==> config.mk <==
export PLATFORM = sky130hd
export DESIGN_NAME = moka_rv32_trace_buffer
export DESIGN_NICKNAME = d
export VERILOG_FILES = /design/src/rtl/moka_rv32_trace_pkg.sv /design/src/rtl/moka_rv32_trace_ram.sv /design/src/rtl/moka_rv32_trace_buffer.sv
export SDC_FILE = /design/constraint.sdc
export NUM_CORES = 1
export LEC_CHECK = 0
export ABC_AREA = 1
export CAP_MARGIN = 20
export CORE_MARGIN = 4
export CORE_UTILIZATION = 49
export DETAILED_ROUTE_END_ITERATION = 10
export PLACE_DENSITY = 0.63
export SLEW_MARGIN = 0
export SYNTH_ARGS = -nofsm -noshare
export SYNTH_HDL_FRONTEND = slang
export SYNTH_SLANG_ARGS = --single-unit
==> constraint.sdc <==
create_clock -name clk -period 11 [get_ports clk]
set_input_delay 2.2 -clock clk [delete_from_list [all_inputs] [get_ports clk]]
set_output_delay 2.2 -clock clk [all_outputs]
set_load 0.02 [all_outputs]
==> src/rtl/moka_rv32_trace_pkg.sv <==
// Shared types for the RV32I retirement-trace buffer.
//
// Contents:
//   TRACE_XLEN     width of the PC, instruction and result fields
//   TRACE_RD_W     width of the destination-register field
//   trace_state_e  capture FSM encoding (IDLE/ARMED/POST/DONE)
//   trace_entry_t  one stored trace entry
//
// Optional feature macro: MOKA_RV32_TRACE_HAZARD_EN adds a 4-bit hazard field
// {StallF, StallD, FlushD, FlushE} to every entry.
package moka_rv32_trace_pkg;

  localparam int TRACE_XLEN = 32;
  localparam int TRACE_RD_W = 5;

  typedef enum logic [1:0] {
    TS_IDLE  = 2'd0,
    TS_ARMED = 2'd1,
    TS_POST  = 2'd2,
    TS_DONE  = 2'd3
  } trace_state_e;

  typedef struct packed {
    logic [TRACE_XLEN-1:0] pc;
    logic [TRACE_XLEN-1:0] instr;
    logic [TRACE_RD_W-1:0] rd;
    logic [TRACE_XLEN-1:0] result;
`ifdef MOKA_RV32_TRACE_HAZARD_EN
    logic [3:0]            hazard;
`endif
  } trace_entry_t;

endpackage

==> src/rtl/moka_rv32_trace_ram.sv <==
// Trace storage: DEPTH entries of trace_entry_t.
// One synchronous write port, one asynchronous (combinational) read port.
// The array has no reset; its contents are only read after being written.
//
// Ports:
//   clk    in   clock
//   we     in   write enable
//   wAddr  in   write address
//   wData  in   entry to write
//   rAddr  in   read address
//   rData  out  entry at rAddr (combinational)
module moka_rv32_trace_ram
  import moka_rv32_trace_pkg::*;
#(
  parameter int DEPTH = 16,
  parameter int AW    = $clog2(DEPTH)
) (
  input  logic          clk,
  input  logic          we,
  input  logic [AW-1:0] wAddr,
  input  trace_entry_t  wData,
  input  logic [AW-1:0] rAddr,
  output trace_entry_t  rData
);

  trace_entry_t mem [DEPTH];

  always_ff @(posedge clk) begin
    if (we) begin
      mem[wAddr] <= wData;
    end
  end

  assign rData = mem[rAddr];

endmodule

==> src/rtl/moka_rv32_trace_buffer.sv <==
// Retirement-trace capture for the pipelined RV32I core, placed beside WB.
// Committed instructions {PC, instr, Rd, result} are written into a circular
// buffer while ARMED; a PC match triggers, a configurable number of further
// commits is captured (POST), then the buffer is streamed out oldest-first
// on a valid/ready interface (DONE) and the block returns to IDLE.
//
// Ports:
//   clk, rst                       clock, asynchronous active-high reset
//   arm_i                          clear buffer and enter ARMED (highest priority)
//   trig_pc_i                      PC that fires the trigger
//   post_cnt_i                     commits captured after the trigger entry
//   commit_*_i                     WB retirement record
//   rd_ready_i / rd_valid_o        readout handshake (DONE only)
//   rd_pc_o, rd_instr_o,
//   rd_rd_o, rd_result_o           readout entry fields
//   state_o                        0 IDLE, 1 ARMED, 2 POST, 3 DONE
//   count_o                        entries currently held
//   overflow_o                     sticky: an entry was overwritten since arm
//
// Optional feature macro: MOKA_RV32_TRACE_HAZARD_EN adds stall_f_i, stall_d_i,
// flush_d_i, flush_e_i and rd_hazard_o = {StallF, StallD, FlushD, FlushE}.
module moka_rv32_trace_buffer
  import moka_rv32_trace_pkg::*;
#(
  parameter  int DATA_WIDTH = TRACE_XLEN,
  parameter  int DEPTH      = 16,
  localparam int CNT_W      = $clog2(DEPTH) + 1
) (
  input  logic                  clk,
  input  logic                  rst,
  input  logic                  arm_i,
  input  logic [DATA_WIDTH-1:0] trig_pc_i,
  input  logic [CNT_W-1:0]      post_cnt_i,
  input  logic                  commit_valid_i,
  input  logic [DATA_WIDTH-1:0] commit_pc_i,
  input  logic [DATA_WIDTH-1:0] commit_instr_i,
  input  logic [4:0]            commit_rd_i,
  input  logic [DATA_WIDTH-1:0] commit_result_i,
`ifdef MOKA_RV32_TRACE_HAZARD_EN
  input  logic                  stall_f_i,
  input  logic                  stall_d_i,
  input  logic                  flush_d_i,
  input  logic                  flush_e_i,
  output logic [3:0]            rd_hazard_o,
`endif
  input  logic                  rd_ready_i,
  output logic                  rd_valid_o,
  output logic [DATA_WIDTH-1:0] rd_pc_o,
  output logic [DATA_WIDTH-1:0] rd_instr_o,
  output logic [4:0]            rd_rd_o,
  output logic [DATA_WIDTH-1:0] rd_result_o,
  output logic [1:0]            state_o,
  output logic [CNT_W-1:0]      count_o,
  output logic                  overflow_o
);

  localparam int AW = $clog2(DEPTH);
  localparam logic [CNT_W-1:0] CNT_FULL = CNT_W'(DEPTH);
  // Largest post count that still leaves the trigger entry in the buffer.
  localparam logic [CNT_W-1:0] POST_MAX = CNT_W'(DEPTH - 1);

  // The entry layout is fixed by the package, so the data width must match it.
  if (DATA_WIDTH != TRACE_XLEN) begin : gWidthCheck
    $error("DATA_WIDTH must equal TRACE_XLEN");
  end
  if (DEPTH < 2 || (DEPTH & (DEPTH - 1)) != 0) begin : gDepthCheck
    $error("DEPTH must be a power of two >= 2");
  end

  trace_state_e     state, stateNext;
  logic [AW-1:0]    wp, wpNext;
  logic [CNT_W-1:0] count, countNext;
  logic [CNT_W-1:0] postCnt, postCntNext;
  logic             overflow, overflowNext;

  logic             memWe;
  logic [AW-1:0]    rp;
  logic [CNT_W-1:0] postLoad;
  logic             pcMatch;
  trace_entry_t     wEntry;
  trace_entry_t     rEntry;

  assign postLoad = (post_cnt_i > POST_MAX) ? POST_MAX : post_cnt_i;
  assign pcMatch  = (commit_pc_i == trig_pc_i);
  // Oldest entry sits count slots behind wp; a full buffer wraps back onto wp.
  assign rp       = wp - count[AW-1:0];

  always_comb begin
    wEntry        = '0;
    wEntry.pc     = commit_pc_i;
    wEntry.instr  = commit_instr_i;
    wEntry.rd     = commit_rd_i;
    wEntry.result = commit_result_i;
`ifdef MOKA_RV32_TRACE_HAZARD_EN
    wEntry.hazard = {stall_f_i, stall_d_i, flush_d_i, flush_e_i};
`endif
  end

  moka_rv32_trace_ram #(
    .DEPTH (DEPTH),
    .AW    (AW)
  ) uRam (
    .clk   (clk),
    .we    (memWe),
    .wAddr (wp),
    .wData (wEntry),
    .rAddr (rp),
    .rData (rEntry)
  );

  // State register
  always_ff @(posedge clk or posedge rst) begin
    if (rst) begin
      state    <= TS_IDLE;
      wp       <= '0;
      count    <= '0;
      postCnt  <= '0;
      overflow <= 1'b0;
    end else begin
      state    <= stateNext;
      wp       <= wpNext;
      count    <= countNext;
      postCnt  <= postCntNext;
      overflow <= overflowNext;
    end
  end

  // Next-state and output logic
  always_comb begin
    stateNext    = state;
    wpNext       = wp;
    countNext    = count;
    postCntNext  = postCnt;
    overflowNext = overflow;
    memWe        = 1'b0;
    rd_valid_o   = 1'b0;

    if (arm_i) begin
      // Re-arming wins over any same-cycle commit, trigger or pop.
      stateNext    = TS_ARMED;
      wpNext       = '0;
      countNext    = '0;
      overflowNext = 1'b0;
    end else begin
      case (state)
        TS_IDLE: begin
        end

        TS_ARMED: begin
          if (commit_valid_i) begin
            memWe  = 1'b1;
            wpNext = wp + AW'(1);
            if (count == CNT_FULL) begin
              overflowNext = 1'b1;
            end else begin
              countNext = count + CNT_W'(1);
            end
            if (pcMatch) begin
              postCntNext = postLoad;
              stateNext   = (postLoad == '0) ? TS_DONE : TS_POST;
            end
          end
        end

        TS_POST: begin
          // postCnt is at least 1 in this state.
          if (commit_valid_i) begin
            memWe       = 1'b1;
            wpNext      = wp + AW'(1);
            postCntNext = postCnt - CNT_W'(1);
            if (count == CNT_FULL) begin
              overflowNext = 1'b1;
            end else begin
              countNext = count + CNT_W'(1);
            end
            if (postCnt == CNT_W'(1)) begin
              stateNext = TS_DONE;
            end
          end
        end

        TS_DONE: begin
          rd_valid_o = (count != '0);
          if (rd_valid_o && rd_ready_i) begin
            countNext = count - CNT_W'(1);
            if (count == CNT_W'(1)) begin
              stateNext = TS_IDLE;
            end
          end
        end

        default: begin
          stateNext = TS_IDLE;
        end
      endcase
    end
  end

  assign rd_pc_o     = rEntry.pc;
  assign rd_instr_o  = rEntry.instr;
  assign rd_rd_o     = rEntry.rd;
  assign rd_result_o = rEntry.result;
`ifdef MOKA_RV32_TRACE_HAZARD_EN
  assign rd_hazard_o = rEntry.hazard;
`endif

  assign state_o    = state;
  assign count_o    = count;
  assign overflow_o = overflow;

endmodule

==> reports/metrics.cfg <==
[critical_path]
cp_num_buf_inv=4
cp_max_fo=134
crit_arrival_ns=5.46
r2r_slack_ns=7.24
path_delay_family=buffers and inverters
path_cells=inv_1, ha_4, fa_4, inv_8, buf_4, o21ai_0, nand2_1, a31oi_1, clkdlybuf4s50_1
end_kind=primary output
cp_slowest_cell=fa_4
crit_required_ns=8.80
max_stage_delay_ns=1.17
start_kind=register
crit_type=reg2out

[place]
gp_congestion=0.7399
io_buffers=252
hpwl_um=70010
post-place-cells=6410
placed_cell_area_mm2=0.07017
post-place-ws_ns=4.145

[floorplanning]
pin_count=253
core_area_mm2=0.1353
die_y_um=376.7
std_cell_rows=135
dieArea_mm2=0.1419
die_w_um=376.7
start_util=0.4923

[drt]
drt-vias-per-instance=5.683
wl_per_cell_um=23.57
dr.first_iter.drc_count=3995
vias=38160
dr.pass1.iters=6
routed_wirelength_um=158200
drtAntennaViolNets=0
drc=0

[synth]
seq_area_frac_synth=0.7349
syn_nets=4781
synth_area_per_cell_um2=14.41
yosys_warnings=0
syn_area_mm2=0.06661
synth-seq-cells=1633
synth_cell_type_count=37
syn_inst=4621

[power]
p_int_mw=14.44
max-vdd-ir-drop_v=0.0004611
power.switching_mw=10.33
power_density_mw_per_mm2=328.4
seqPwrFrac=0.284
p_sw_frac=0.4172
clockPowerShare=0.220
pwr-share-comb=0.496
p_leak_nw=26.28

[run]
drv_cap=0

[clocking]
clock_latency_ns=0.78
clk_pin_slew_worst_paths_ns=0.06
ctsHoldBuffers=0
cts_buffers=168
cts_tree=yes
cts_buffer_depth=3
cts_root_buffer=clkbuf_16
post_cts_buffers=0
cts_resized=0
cts.sinks=1633
htree_levels=4

[min_path]
min_path_type=reg2reg

[grt]
grt_max_degree=222
antenna_found_initial=12
grt_pass1_wl_um=234600
grt_use_total=0.2198
grt_pass1_vias=37030
overflow=0

[cells_and_area]
fill_cells=10760
seq_area_mm2=0.04895
finalNonFillerCells=6714
syn2layout_area_growth_pct=13.27
fin_area_mm2=0.07545
final_cell_mix=edfxtp_1 (1616), o21ai_0 (545), a21oi_1 (508)
drive_gt1_frac=0.09613
layout_commonest_cell=edfxtp_1
multi_input_comb_area_mm2=0.01392
layout.nets=4959

[timing]
fin_ws_ns=3.336
slew_viol_final=0
holdWs_ns=0.5212
finalCritPeriodShare=0.6967
timing.setup.tns_ns=0
hold_violations=0
rsz0062_at_grt=no
finalSetupViolCount=0
finClkSkew_ns=0.02581
tightest_slew_ns=1.155
fmax_ghz=0.1305
period_needed_ns=7.664
max_slew_margin=0.2302

[run_status]
run_status=finished clean

-- flip-flops by register name (all words and copies together), names as in the netlist --
name and flops:
postCnt 5, wp 4, uRam.mem 1616, state_o 2, overflow_o 1, count_o 5
-- final timing paths --
| check | depth (start not counted) | from | end |
|---|---|---|---|
| min in group asynchronous | 2 | rst | postCnt[2]$_DFFE_PP0P_ |
| max reg2reg | 9 | state_o[0]$_DFFE_PP0P_ | uRam.mem[8][45]$_DFFE_PP_ |
| min reg2reg | 2 | overflow_o$_DFFE_PP0P_ | overflow_o$_DFFE_PP0P_ |
| min | 2 | overflow_o$_DFFE_PP0P_ | overflow_o$_DFFE_PP0P_ |
| max in group asynchronous | 2 | rst | wp[3]$_DFFE_PP0P_ |
| max | 9 | wp[0]$_DFFE_PP0P_ | rd_pc_o[9] |
-- tightest hold or removal path, stage by stage (launching register included) --
cell     delay, ns
dfrtp_1       0.35
a21oi_1       0.05
nor2_1        0.08
-- area by class of cell --
| type | instances | share of cell area |
|---|---|---|
| Timing Repair Buffer | 300 | 0.04169 |
| Clock inverter | 92 | 0.009834 |
| Inverter | 452 | 0.02554 |
| Multi-Input combinational cell | 2244 | 0.1845 |
| Antenna cell | 2 | 0.00006633 |
| Sequential cell | 1633 | 0.6488 |
| Tap cell | 1781 | 0.02953 |
| Clock buffer | 210 | 0.06003 |
-- metal layers --
| layer | GRT usage | vias up | part of all wire |
|---|---|---|---|
| li1 | - | 17540 | - |
| met1 | 0.3196 | 19090 | 0.45 |
| met2 | 0.3488 | 1274 | 0.47 |
| met3 | 0.03585 | 240 | 0.065 |
| met4 | 0.05535 | 10 | 0.020 |
| met5 | 0 | - | 0.00044 |
-- Yosys cell counts --
cell type,n,area [µm²]
buf_8,11,165.2
o2111ai_1,1,8.760
or2_1,1,6.260
o32ai_1,1,8.760
a32oi_1,1,8.760
inv_2,6,22.52
a21oi_2,1,8.760
dfrtp_1,17,425.4
a21oi_1,508,2542
mux2i_1,404,4044
clkbuf_4,2,15.01
buf_2,30,150.1
nand3_1,12,60.06
buf_12,21,420.4
nand2_1,285,1070
edfxtp_1,1616,48530
nor3_1,13,65.06
a31oi_1,102,638.1
o211ai_1,203,1524
o22a_1,1,8.760
buf_4,2,15.01
o221ai_1,1,8.760
o21ai_0,545,2728
clkinv_2,172,860.8
inv_1,274,1028
nor2_1,31,116.4
xor2_1,4,35.03
fa_1,1,20.02
buf_1,33,123.9
ha_1,16,200.2
xor2_2,1,16.27
o31ai_1,1,7.510
xnor2_1,25,219.0
o21ai_1,83,415.4
buf_6,47,529.3
nor4_1,3,18.77
clkbuf_1,146,548.0
-- power by group through the flow --
| stage | sequential [mW] | combinational (mW) | clock [mW] |
|---|---|---|---|
| finish | 7.04 | 12.3 | 5.45 |
| floorplan | 7.19 | 8.44 | 0 |
| detailed placement | 7.17 | 12.3 | 0 |
| global placement | 7.16 | 12.3 | 0 |
| CTS | 7.03 | 12.4 | 5.57 |
| global route | 7.04 | 13.4 | 5.83 |
-- cells by family after synthesis --
logic type | count (synthesis) | synth area share
AO/OA/AOI/OAI | 1448 | 0.1187
XOR/XNOR | 30 | 0.004057
adder cells (fa/ha/maj) | 17 | 0.003306
buffers and inverters | 744 | 0.05823
flip-flops | 1633 | 0.7349
multiplexers | 404 | 0.06071
AND/OR/NAND/NOR | 345 | 0.02006
-- per-stage QoR --
step / power (mW) / util
after detailed placement: 19.51 / 0.5187
after floorplan: 15.63 / -
after global routing: 26.26 / 0.5577
final: 24.77 / 0.5577
after global placement: 19.46 / 0.5187
after CTS: 25.00 / 0.5576
No activity file was read; power rests on OpenSTA's default activity.
